$ cat config.mk
export PLATFORM = sky130hd
export DESIGN_NAME = ps2_scancode_rx
export DESIGN_NICKNAME = d
export VERILOG_FILES = /design/src/rtl/ps2_pkg.sv /design/src/rtl/ps2_sync_edge.sv /design/src/rtl/ps2_scancode_rx.sv
export SDC_FILE = /design/constraint.sdc
export NUM_CORES = 1
export LEC_CHECK = 0
export CAP_MARGIN = 20
export CORE_ASPECT_RATIO = 1.75
export CORE_UTILIZATION = 45
export CTS_CLUSTER_DIAMETER = 100
export DETAILED_ROUTE_END_ITERATION = 16
export GPL_TIMING_DRIVEN = 0
export PLACE_DENSITY_LB_ADDON = 0.15
export SLEW_MARGIN = 5
export SYNTH_ARGS = -nofsm -noshare
export SYNTH_HDL_FRONTEND = slang
export SYNTH_SLANG_ARGS = --single-unit
export TNS_END_PERCENT = 10
$ cat constraint.sdc
create_clock -name CLK -period 1.8 [get_ports CLK]
set_input_delay 0.36 -clock CLK [delete_from_list [all_inputs] [get_ports CLK]]
set_output_delay 0.36 -clock CLK [all_outputs]
set_load 0.02 [all_outputs]
$ cat src/rtl/ps2_pkg.sv
// PS/2 receiver shared types: frame FSM encoding,
// prefix byte values and frame geometry.
package ps2_pkg;

   typedef enum logic [1:0] {
      ST_IDLE,
      ST_DATA,
      ST_PARITY,
      ST_STOP
   } ps2_state_e;

   localparam logic [7:0] PS2_EXT = 8'hE0;
   localparam logic [7:0] PS2_BRK = 8'hF0;
   localparam int unsigned PS2_NBITS = 8;

   function automatic logic odd_ok(input logic [7:0] b, input logic p);
      return ^{b, p};
   endfunction

endpackage

$ cat src/rtl/ps2_sync_edge.sv
// Two-flop synchronizers for the PS/2 lines plus a history
// flop on the clock line producing a falling-edge strobe.
module ps2_sync_edge (
   input  logic clk_i,
   input  logic rst_i,
   input  logic ps2_clk_i,
   input  logic ps2_dat_i,
   output logic fall_o,
   output logic dat_o
);

   logic [1:0] clk_s_q;
   logic [1:0] dat_s_q;
   logic       clk_h_q;

   always_ff @(posedge clk_i) begin
      if (rst_i) begin
         clk_s_q <= 2'b11;
         dat_s_q <= 2'b11;
         clk_h_q <= 1'b1;
      end else begin
         clk_s_q <= {clk_s_q[0], ps2_clk_i};
         dat_s_q <= {dat_s_q[0], ps2_dat_i};
         clk_h_q <= clk_s_q[1];
      end
   end

   assign fall_o = clk_h_q & ~clk_s_q[1];
   assign dat_o  = dat_s_q[1];

endmodule

$ cat src/rtl/ps2_scancode_rx.sv
// PS/2 keyboard scancode receiver: frame FSM, idle timeout and
// E0/F0 prefix folding into Extended/Break flags.
module ps2_scancode_rx
   import ps2_pkg::*;
#(
   parameter int unsigned CLK_HZ         = 50_000_000,
   parameter int unsigned TIMEOUT_CYCLES = 5000,
   parameter bit          MAKE_ONLY      = 1'b1
) (
   input  logic       CLK,
   input  logic       RST,
   input  logic       PS2_CLK,
   input  logic       PS2_DAT,
   output logic [7:0] Ps2DataOut,
   output logic       Done,
   output logic       Extended,
   output logic       Break,
   output logic       FrameErr
);

   localparam int TW = $clog2(TIMEOUT_CYCLES + 1);
   localparam logic [TW-1:0] TMO_MAX = TW'(TIMEOUT_CYCLES);

   if (CLK_HZ < 1000) begin : g_clk_chk
      $error("CLK_HZ too low for PS/2 sampling");
   end

   logic fall;
   logic dat;

   ps2_sync_edge u_sync (
      .clk_i     (CLK),
      .rst_i     (RST),
      .ps2_clk_i (PS2_CLK),
      .ps2_dat_i (PS2_DAT),
      .fall_o    (fall),
      .dat_o     (dat)
   );

   ps2_state_e    state_q;
   logic [2:0]    bit_q;
   logic [7:0]    sh_q;
   logic          par_ok_q;
   logic          fr_vld_q;
   logic          fr_err_q;
   logic [TW-1:0] tmo_q, tmo_d;
   logic          tmo_hit;

   logic [7:0] data_q;
   logic       done_q, ext_q, brk_q, err_q;
   logic       pend_ext_q, pend_brk_q;

   // A falling edge in the same cycle wins over an expiring timer
   assign tmo_hit = (state_q != ST_IDLE) && (tmo_q == TMO_MAX) && !fall;

   always_comb begin
      tmo_d = tmo_q;
      if (fall || tmo_hit)
         tmo_d = '0;
      else if (state_q != ST_IDLE && tmo_q != TMO_MAX)
         tmo_d = tmo_q + 1'b1;
   end

   always_ff @(posedge CLK) begin
      if (RST) begin
         state_q  <= ST_IDLE;
         bit_q    <= '0;
         sh_q     <= '0;
         par_ok_q <= 1'b0;
         fr_vld_q <= 1'b0;
         fr_err_q <= 1'b0;
         tmo_q    <= '0;
      end else begin
         fr_vld_q <= 1'b0;
         fr_err_q <= 1'b0;
         tmo_q    <= tmo_d;
         if (tmo_hit) begin
            state_q  <= ST_IDLE;
            fr_err_q <= 1'b1;
         end else if (fall) begin
            unique case (state_q)
               ST_IDLE: begin
                  if (!dat) begin
                     state_q <= ST_DATA;
                     bit_q   <= '0;
                  end
               end
               ST_DATA: begin
                  sh_q  <= {dat, sh_q[7:1]};
                  bit_q <= bit_q + 1'b1;
                  if (bit_q == 3'(PS2_NBITS - 1))
                     state_q <= ST_PARITY;
               end
               ST_PARITY: begin
                  par_ok_q <= odd_ok(sh_q, dat);
                  state_q  <= ST_STOP;
               end
               ST_STOP: begin
                  if (par_ok_q && dat)
                     fr_vld_q <= 1'b1;
                  else
                     fr_err_q <= 1'b1;
                  state_q <= ST_IDLE;
               end
               default: state_q <= ST_IDLE;
            endcase
         end
      end
   end

   always_ff @(posedge CLK) begin
      if (RST) begin
         data_q     <= '0;
         done_q     <= 1'b0;
         ext_q      <= 1'b0;
         brk_q      <= 1'b0;
         err_q      <= 1'b0;
         pend_ext_q <= 1'b0;
         pend_brk_q <= 1'b0;
      end else begin
         done_q <= 1'b0;
         err_q  <= 1'b0;
         if (fr_err_q) begin
            err_q      <= 1'b1;
            pend_ext_q <= 1'b0;
            pend_brk_q <= 1'b0;
         end else if (fr_vld_q) begin
            if (sh_q == PS2_EXT) begin
               pend_ext_q <= 1'b1;
            end else if (sh_q == PS2_BRK) begin
               pend_brk_q <= 1'b1;
            end else begin
               pend_ext_q <= 1'b0;
               pend_brk_q <= 1'b0;
               if (!(pend_brk_q && MAKE_ONLY)) begin
                  data_q <= sh_q;
                  ext_q  <= pend_ext_q;
                  brk_q  <= pend_brk_q;
                  done_q <= 1'b1;
               end
            end
         end
      end
   end

   assign Ps2DataOut = data_q;
   assign Done       = done_q;
   assign Extended   = ext_q;
   assign Break      = brk_q;
   assign FrameErr   = err_q;

endmodule

==> metrics.csv <==
stage;metric;value;unit
yosys;synthesis.nets;229;
yosys;synth_top_area_cell;dfxtp_1;
clocking;insertion_delay;0.30;ns
critical_path;r2r_cells;6;
run;maxCapViolations;0;
global_routing;antenna_found_initial;0;
critical_path;criticalPathCategory;flip-flop to flip-flop;
yosys;synth_area_leaders;dfxtp_1, mux2i_1, nor2_1;
yosys;synth_common_cells;dfxtp_1, nor2_1, mux2i_1;
global_routing;gr-total-overflow;0;
yosys;seq_area_frac_synth;46.5;%
route;dr.pass1.iters;4;
route;drc;0;
clocking;clk_path_buf_depth;2;
sta;setup_violations;0;
sta;finalMaxSlewViolations;0;
layout;finish.utilization;56.6;%
die;initial_utilization;47.9;%
placed_design;dp.cells;279;
yosys;ys_ff_latch;47;
placed_design;globalplace.congestion;0.737;
yosys;synthFlopType;dfxtp_1;
sta;hold_violations;0;
pwr;p_per_area;744;nW/um^2
sta;period_share;99.1;%
critical_path;crit_arrival;1.97;ns
route;drt_iter0_drc;17;
placed_design;hpwl;2750;um
yosys;synthMostInstantiatedCell;dfxtp_1;
route;vias_per_cell;5.18;
sta;fmax;561;MHz
die;rows;31;
global_routing;grt_pass1_vias;1420;
clocking;cts_tree;yes;
critical_path;rrSetupSlack;0.02;ns
clocking;ctsHoldBuffers;0;
pwr;ir_drop;0.000528;V
die;die_area;4780;um^2
worst_hold_path;hp-class;input port to flip-flop;
die;die_x;52.7;um
sta;period_needed;1.78;ns
run_status;status;finished, final reports clean;
clocking;cts_sinks;47;
sta;setup_tns;0;ns
clocking;h-tree-depth;2;
yosys;ys_async_sr_fraction;0;%
worst_hold_path;holdPathStages;2;
route;vias;1513;
yosys;synth_cells;217;
route;drtAntennaViolNets;0;
clocking;cts_root_buf;clkbuf_8;
yosys;synth_cell_type_count;37;
route;wl;3780;um
die;core_area;4230;um^2
clocking;clkTransAtPathRegs;0.08;ns
sta;rsz0062_at_grt;yes;
yosys;synth.cell_area;2020;um^2
yosys;syn_avg_cell_area;9.33;um^2
layout;drive_above_1_share;11.9;%
die;fp.dieH;90.7;um
global_routing;grt_usage;17.3;%
pwr;p_leak;0.922;nW
critical_path;critPathLaunchType;flip-flop;
yosys;ys_warn_count;0;
yosys;synth_top_cell_area_share;46.5;%
global_routing;grt_max_degree;14;
yosys;synth_edf_count;0;
global_routing;grt_pass1_wl;6190;um
layout;fin_nets;254;
route;wl_per_cell;13.0;um
critical_path;end_kind;flip-flop;
critical_path;crit_fanout;7;
placed_design;port-buffer-count;13;
layout;syn_to_final_growth;18.3;%
die;io_pins;16;
clocking;numCtsBuffers;5;
layout;stdcell_count;292;
layout;antennaDiodeCount;0;
sta;fin_skew;0.00440;ns
critical_path;crit_required;1.99;ns
==> flip-flops by register name, summed over array words and instances, names as in the netlist <==
name and cells:
fr_err_q 1, par_ok_q 1, Extended 1, fr_vld_q 1, u_sync.clk_s_q 2, bit_q 3, u_sync.dat_s_q 2, FrameErr 1
Done 1, Ps2DataOut 8, state_q 2, pend_ext_q 1, pend_brk_q 1, tmo_q 13, sh_q 8, u_sync.clk_h_q 1
==> path summary, 6_finish.rpt <==
check                    start                end
max                 state_q[0]          tmo_q[10]
min                        RST           FrameErr
max reg2reg         state_q[0]          tmo_q[10]
min reg2reg  u_sync.clk_s_q[0]  u_sync.clk_s_q[1]
==> layer usage <==
metal / wire [um] / share of wire [%] / up-vias / track usage [%]
li1: - / - / 788 / -
met1: 1490 / 39 / 705 / 16.0
met2: 2150 / 57 / 13 / 33.1
met3: 64 / 1.7 / 7 / 3.54
met4: 74 / 2.0 / 0 / 7.89
met5: 0 / 0 / - / 0
==> what timing repair did <==
| action | in CTS | in global routing |
|---|---|---|
| gates resized for setup | 3 | 3 |
| setup buffers | 0 | 6 |
| setup endpoints to repair | 13 | 18 |
| pin swaps | 0 | 3 |
| gates cloned | 0 | 0 |
==> cell families (layout without fill, tap and decap cells) <==
kind of cell,Yosys count,after routing,synth area share (%)
buffers and inverters,16,42,3.21
and+or+nand+nor,90,90,21.8
other,1,1,0.185
xor gates and xnor gates,17,17,8.03
muxes,15,15,7.42
adders and majority gates,8,8,4.94
DFF,47,47,46.5
AOI/OAI and AO/OA,23,23,7.97
==> worst max-delay path, stage by stage (launching register included) <==
cell and delay, ns:
dfxtp_1 0.39, inv_1 0.08, ha_1 0.21, nand4b_1 0.35, nor4_1 0.43, xnor2_1 0.17, nor2_1 0.05
==> stage by stage <==
step / instance area [um^2] / hold WS, ns / total power [mW] / worst slack, ns
floorplan: 2020 / 0.389 / 1.11 / 0.215
global placement: 2220 / 0.392 / 1.12 / -0.0917
detailed placement: 2220 / 0.394 / 1.12 / -0.138
CTS: 2330 / 0.410 / 1.81 / 0.0186
global route: 2390 / 0.432 / 1.85 / -0.143
finish: 2390 / 0.405 / 1.78 / 0.0169
==> cells in the final DEF (no fill, tap or decap), types with 2 or more instances in the layout <==
| cell type | count |
|---|---|
| dfxtp_1 | 47 |
| nor2_1 | 37 |
| mux2i_1 | 15 |
| nand2_1 | 14 |
| xnor2_1 | 13 |
| clkdlybuf4s50_1 | 13 |
| a21oi_1 | 10 |
| nand3_1 | 9 |
| ha_1 | 8 |
| inv_1 | 7 |
| clkbuf_1 | 7 |
| buf_4 | 7 |
| clkbuf_8 | 7 |
| nor3_1 | 6 |
| or2_2 | 5 |
| nand3b_1 | 5 |
| nor4_1 | 3 |
| xor2_1 | 3 |
| nor2b_1 | 2 |
| o211ai_1 | 2 |
| a22oi_1 | 2 |
| nand4b_1 | 2 |
==> layout make-up <==
type / count / area, um^2
Fill cell: 393 / 1830
Multi-Input combinational cell: 154 / 1060
Sequential cell: 47 / 941
Timing Repair Buffer: 19 / 175
Clock buffer: 8 / 100
Tap cell: 49 / 61.3
Buffer: 8 / 35.0
Inverter: 7 / 26.3
==> power by group <==
group          internal, mW  switching, mW  total [mW]
clock network         0.351          0.335       0.686
logic                0.0187         0.0300      0.0486
registers              1.04        0.00434        1.05
total                  1.41          0.369        1.78
No activity file was read; power rests on OpenSTA's default activity.
